**src/rtl/axi_ch_rr_arb_pkg.sv**
```systemverilog
// Shared definitions for the round-robin channel arbiter: state encoding, defaults and helpers.
package axi_ch_rr_arb_pkg;

    localparam int unsigned P_WIDTH_DEF = 77;

    typedef enum logic {
        IDLE   = 1'b0,
        LOCKED = 1'b1
    } arb_state_e;

    function automatic int unsigned clog2(input int unsigned v);
        int unsigned r;
        r = 0;
        while ((32'd1 << r) < v) begin
            r = r + 1;
        end
        return r;
    endfunction

endpackage

```
**src/rtl/axi_ch_rr_arb_retime.sv**
```systemverilog
// Single-entry channel retime register; only the low P_RSTW payload bits are reset.
module axi_ch_rr_arb_retime #(
    parameter int unsigned P_W    = 8,
    parameter int unsigned P_RSTW = 1
) (
    input  logic           clk,
    input  logic           reset,
    input  logic [P_W-1:0] i_data,
    input  logic           i_val,
    output logic           o_rdy_up,
    output logic [P_W-1:0] o_data,
    output logic           o_val,
    input  logic           i_rdy_dn
);

    logic           r_val;
    logic [P_W-1:0] r_data;
    logic           w_load;

    assign o_rdy_up = ~r_val | i_rdy_dn;
    assign w_load   = o_rdy_up & i_val;
    assign o_val    = r_val;
    assign o_data   = r_data;

    always_ff @(posedge clk) begin
        if (reset) begin
            r_val               <= 1'b0;
            r_data[P_RSTW-1:0]  <= '0;
        end else begin
            if (o_rdy_up) begin
                r_val <= i_val;
            end
            if (w_load) begin
                r_data[P_RSTW-1:0] <= i_data[P_RSTW-1:0];
            end
        end
    end

    always_ff @(posedge clk) begin
        if (w_load) begin
            r_data[P_W-1:P_RSTW] <= i_data[P_W-1:P_RSTW];
        end
    end

endmodule

```
**src/rtl/axi_rr_pick.sv**
```systemverilog
// Combinational round-robin picker: lowest set request strictly after i_ptr, wrapping around.
module axi_rr_pick #(
    parameter int unsigned P_N   = 4,
    parameter int unsigned P_IDW = 2
) (
    input  logic [P_N-1:0]   i_req,
    input  logic [P_IDW-1:0] i_ptr,
    output logic [P_N-1:0]   o_gnt,
    output logic [P_IDW-1:0] o_idx,
    output logic             o_any
);

    logic [2*P_N-1:0] w_dbl;

    // Lower half holds only requests above the pointer, upper half all of them,
    // so the lowest set bit of the doubled vector is the round-robin winner.
    always_comb begin
        w_dbl = '0;
        for (int i = 0; i < int'(P_N); i++) begin
            w_dbl[i]       = i_req[i] && (i > int'(i_ptr));
            w_dbl[i + P_N] = i_req[i];
        end
        o_idx = '0;
        for (int i = 2 * int'(P_N) - 1; i >= 0; i--) begin
            if (w_dbl[i]) begin
                o_idx = P_IDW'(i % int'(P_N));
            end
        end
        o_any = |i_req;
        o_gnt = '0;
        for (int i = 0; i < int'(P_N); i++) begin
            o_gnt[i] = o_any && (o_idx == P_IDW'(i));
        end
    end

endmodule

```
**src/rtl/axi_ch_rr_arb.sv**
```systemverilog
// Round-robin arbiter sharing one valid/ready channel among P_N requesters,
// with optional packet locking and a registered output carrying the winner index.
module axi_ch_rr_arb
    import axi_ch_rr_arb_pkg::*;
#(
    parameter int unsigned P_WIDTH = P_WIDTH_DEF,
    parameter int unsigned P_N     = 4,
    parameter int unsigned P_IDW   = 2,
    parameter bit          P_LOCK  = 1'b1
) (
    input  logic                 clk,
    input  logic                 reset,
    input  logic [P_N*P_WIDTH-1:0] i_data,
    input  logic [P_N-1:0]       i_val,
    input  logic [P_N-1:0]       i_last,
    output logic [P_N-1:0]       i_rdy,
    output logic [P_WIDTH-1:0]   o_data,
    output logic [P_IDW-1:0]     o_id,
    output logic                 o_last,
    output logic                 o_val,
    input  logic                 o_rdy
);

    localparam int unsigned L_OW = P_WIDTH + P_IDW + 1;

    arb_state_e       r_state;
    logic [P_IDW-1:0] r_ptr;
    logic [P_IDW-1:0] r_gnt;

    logic [P_N-1:0]     w_pick_gnt;
    logic [P_IDW-1:0]   w_pick_idx;
    logic               w_pick_any;
    logic               w_stage_rdy;
    logic               w_has_sel;
    logic [P_IDW-1:0]   w_sel;
    logic               w_xfer;
    logic [P_WIDTH-1:0] w_sel_data;
    logic               w_sel_last;
    logic [L_OW-1:0]    w_out;

    axi_rr_pick #(
        .P_N   (P_N),
        .P_IDW (P_IDW)
    ) u_pick (
        .i_req (i_val),
        .i_ptr (r_ptr),
        .o_gnt (w_pick_gnt),
        .o_idx (w_pick_idx),
        .o_any (w_pick_any)
    );

    // While locked the owner keeps its ready even if its valid drops mid-packet.
    always_comb begin
        w_sel     = (r_state == LOCKED) ? r_gnt : w_pick_idx;
        w_has_sel = (r_state == LOCKED) | w_pick_any;
        i_rdy     = '0;
        for (int k = 0; k < int'(P_N); k++) begin
            i_rdy[k] = w_stage_rdy && w_has_sel && (w_sel == P_IDW'(k));
        end
        w_xfer     = |(i_val & i_rdy);
        w_sel_data = i_data[int'(w_sel)*P_WIDTH +: P_WIDTH];
        w_sel_last = i_last[w_sel];
    end

    always_ff @(posedge clk) begin
        if (reset) begin
            r_state <= IDLE;
            r_ptr   <= P_IDW'(P_N - 1);
            r_gnt   <= '0;
        end else if (w_xfer) begin
            case (r_state)
                IDLE: begin
                    r_ptr <= w_sel;
                    r_gnt <= w_sel;
                    if (P_LOCK && !w_sel_last) begin
                        r_state <= LOCKED;
                    end
                end
                LOCKED: begin
                    if (w_sel_last) begin
                        r_state <= IDLE;
                    end
                end
                default: r_state <= IDLE;
            endcase
        end
    end

    axi_ch_rr_arb_retime #(
        .P_W    (L_OW),
        .P_RSTW (P_IDW + 1)
    ) u_retime (
        .clk      (clk),
        .reset    (reset),
        .i_data   ({w_sel_data, w_sel, w_sel_last}),
        .i_val    (w_xfer),
        .o_rdy_up (w_stage_rdy),
        .o_data   (w_out),
        .o_val    (o_val),
        .i_rdy_dn (o_rdy)
    );

    assign o_data = w_out[L_OW-1 -: P_WIDTH];
    assign o_id   = w_out[P_IDW:1];
    assign o_last = w_out[0];

endmodule
```
**config.mk**
```make
export PLATFORM = sky130hd
export DESIGN_NAME = axi_ch_rr_arb
export DESIGN_NICKNAME = d
export VERILOG_FILES = /design/src/rtl/axi_ch_rr_arb_pkg.sv /design/src/rtl/axi_ch_rr_arb_retime.sv /design/src/rtl/axi_rr_pick.sv /design/src/rtl/axi_ch_rr_arb.sv
export SDC_FILE = /design/constraint.sdc
export NUM_CORES = 1
export LEC_CHECK = 0
export CORE_AREA = 2 2 159 161
export CTS_CLUSTER_DIAMETER = 40
export DETAILED_ROUTE_END_ITERATION = 6
export DIE_AREA = 0 0 161 163
export DONT_BUFFER_PORTS = 1
export GPL_TIMING_DRIVEN = 0
export HOLD_SLACK_MARGIN = 0.15
export PLACE_DENSITY = 0.41
export SLEW_MARGIN = 10
export SYNTH_ARGS = -nofsm -noshare
export SYNTH_HDL_FRONTEND = slang
export SYNTH_HIERARCHICAL = 1
export SYNTH_SLANG_ARGS = --single-unit
```
**constraint.sdc**
```tcl
create_clock -name clk -period 6.4 [get_ports clk]
set_input_delay 1.28 -clock clk [delete_from_list [all_inputs] [get_ports clk]]
set_output_delay 1.28 -clock clk [all_outputs]
set_load 0.02 [all_outputs]
```
==> impl_metrics.ini <==
[run_status]
outcome = completed

[die]
row_count = 58
coreArea_sq_um = 24700
die_w_microns = 161
ios = 404
die-area_sq_um = 26200
initial_core_util = 0.214
die_h_microns = 163

[placed_design]
io_buffers = 0
gp_congestion = 0.813
placed_cell_area_sq_um = 5710
dpl.hpwl_microns = 17800

[layout]
fillers = 2770
post-route-util = 0.242
stdcell_area_sq_um = 5980
final_common_cell = nand2_1
nets = 996
final_cell_mix = 310 x nand2_1, 78 x a31oi_1, 77 x and3_1, 77 x edfxtp_1, 35 x clkbuf_1
syn2layout_area_growth_pct = 13.5
drive_gt1_frac = 0.0601

[routing]
vias = 5066
postRouteAntennaNets = 0
remaining_drc_errors = 0
drt_iter0_drc = 297
drt_first_pass_iters = 4
via_per_inst = 5.00
wl_microns = 22900
wl_per_cell_microns = 22.6

[setup_path]
crit_path_max_fanout = 10
critical_path_class = in -> out
crit_chain = inv_1 > o21ai_1 > a221o_1 > mux2i_4 > inv_4 > clkbuf_1 > nor3_1
reg2reg_depth = 10
slowest_delay_ns = 0.55
cpMaxStageDelayCell = nor3_1
worstPathArrival_ns = 3.30
r2r_start = r_ptr[1]
worstSetupStartpointType = primary input
worstReg2RegEnd = u_retime/o_data[59]
cp.required_ns = 5.12
cp-end-kind = output port
r2r_setup_slack_ns = 2.53

[cts]
clockBufferDepth = 2
clk_pin_slew_ns = 0.07
cts-hold-fix-buffers = 0
clk_latency_ns = 0.34
cts.repair.resized = 0
cts_root_buf = clkbuf_16
numCtsBuffers = 9
cts_tree = yes
post_cts_buffers = 0
ctsHtreeMaxLevel = 3
cts_sinks = 86

[global_route]
track_usage = 0.166
first_global_vias = 5044
grt_max_degree = 45
antenna_found_initial = 1
grt-ovfl-total = 0
grt_pass1_wl_microns = 32200

[timing]
worst_pin_slew_ns = 0.865
fmax_ghz = 0.218
slew_headroom = 0.423
fin_crit_ns = 4.58
hold_viol_final = 0
setup_viol = 0
fin_skew_ns = 0.00692
rsz0062_at_grt = false
tns_ns = 0
finalMaxSlewViolations = 0
holdWs_ns = 0.487
fin_crit_sh = 0.716

[pwr]
ir_worst_vdd_v = 0.000157
cellPowerDensity_nw_per_um2 = 653
finalPower_mw = 3.90
p_leak_nw = 2.41

[logic_synthesis]
postSynthAreaPerCell_sq_um = 7.93
syn_inst = 665
yosys_warnings = 6
syn_area_sq_um = 5270
synth_fp_nets = 984

[hold_path]
min_to = r_gnt[1]
min_path_cells = 2
hold_path.startpoint = r_gnt[1]
hold_class = reg -> reg

[run]
drv_cap = 0
layer usage:
metal	GRT usage	wire [microns]	vias up
li1	-	-	2331
met1	0.202	9410	2453
met2	0.293	11500	271
met3	0.0448	1780	11
met4	0.0406	206	0
met5	0	0	-
critical path: cells and delay by family:
| family | cells | cell delay (ns) |
|---|---|---|
| and+or+nand+nor | 1 | 0.55 |
| buffers and inverters | 3 | 0.53 |
| muxes | 1 | 0.50 |
| AOI/OAI and AO/OA | 2 | 0.42 |
layout make-up:
class	count	area, sq um	share of cell area
multi-input cells	514	2500	0.417
flip-flops and latches	86	2490	0.417
well taps	330	413	0.0690
plain buffers	54	239	0.0399
clock buffers	10	229	0.0383
inverters	11	43.8	0.00732
clock inverters	6	38.8	0.00648
repair buffers	1	27.5	0.00460
diodes	1	2.50	0.000418
registers in the layout, summed over array words and instances, names as in the netlist:
name / flops
r_gnt: 2
r_ptr: 2
r_state: 1
u_retime/o_data: 80
u_retime/o_val: 1
power by group:
| part | internal (mW) | total [mW] | switching, mW |
|---|---|---|---|
| registers | 1.12 | 1.61 | 0.498 |
| clock network | 0.262 | 0.496 | 0.234 |
| logic | 0.560 | 1.79 | 1.23 |
| total | 1.94 | 3.90 | 1.97 |
through the flow:
step | setup WS, ns | instances
floorplan | 2.00 | 665
global placement | 0.790 | 995
detailed placement | 1.58 | 996
CTS | 1.73 | 1012
global route | 1.61 | 1013
finish | 1.82 | 1013
worst max-delay path by stage:
stage                     slack, ns                  end      from
after floorplan                2.00  u_retime/o_data[10]  i_val[1]
after detailed placement       1.58  u_retime/o_data[28]  i_val[1]
after global routing           1.61             i_rdy[2]  i_val[1]
final                          1.82             i_rdy[2]  i_val[1]
after CTS                      1.73             i_rdy[2]  i_val[1]
after global placement         0.79  u_retime/o_data[28]  i_val[1]
No activity file was read; power rests on OpenSTA's default activity.
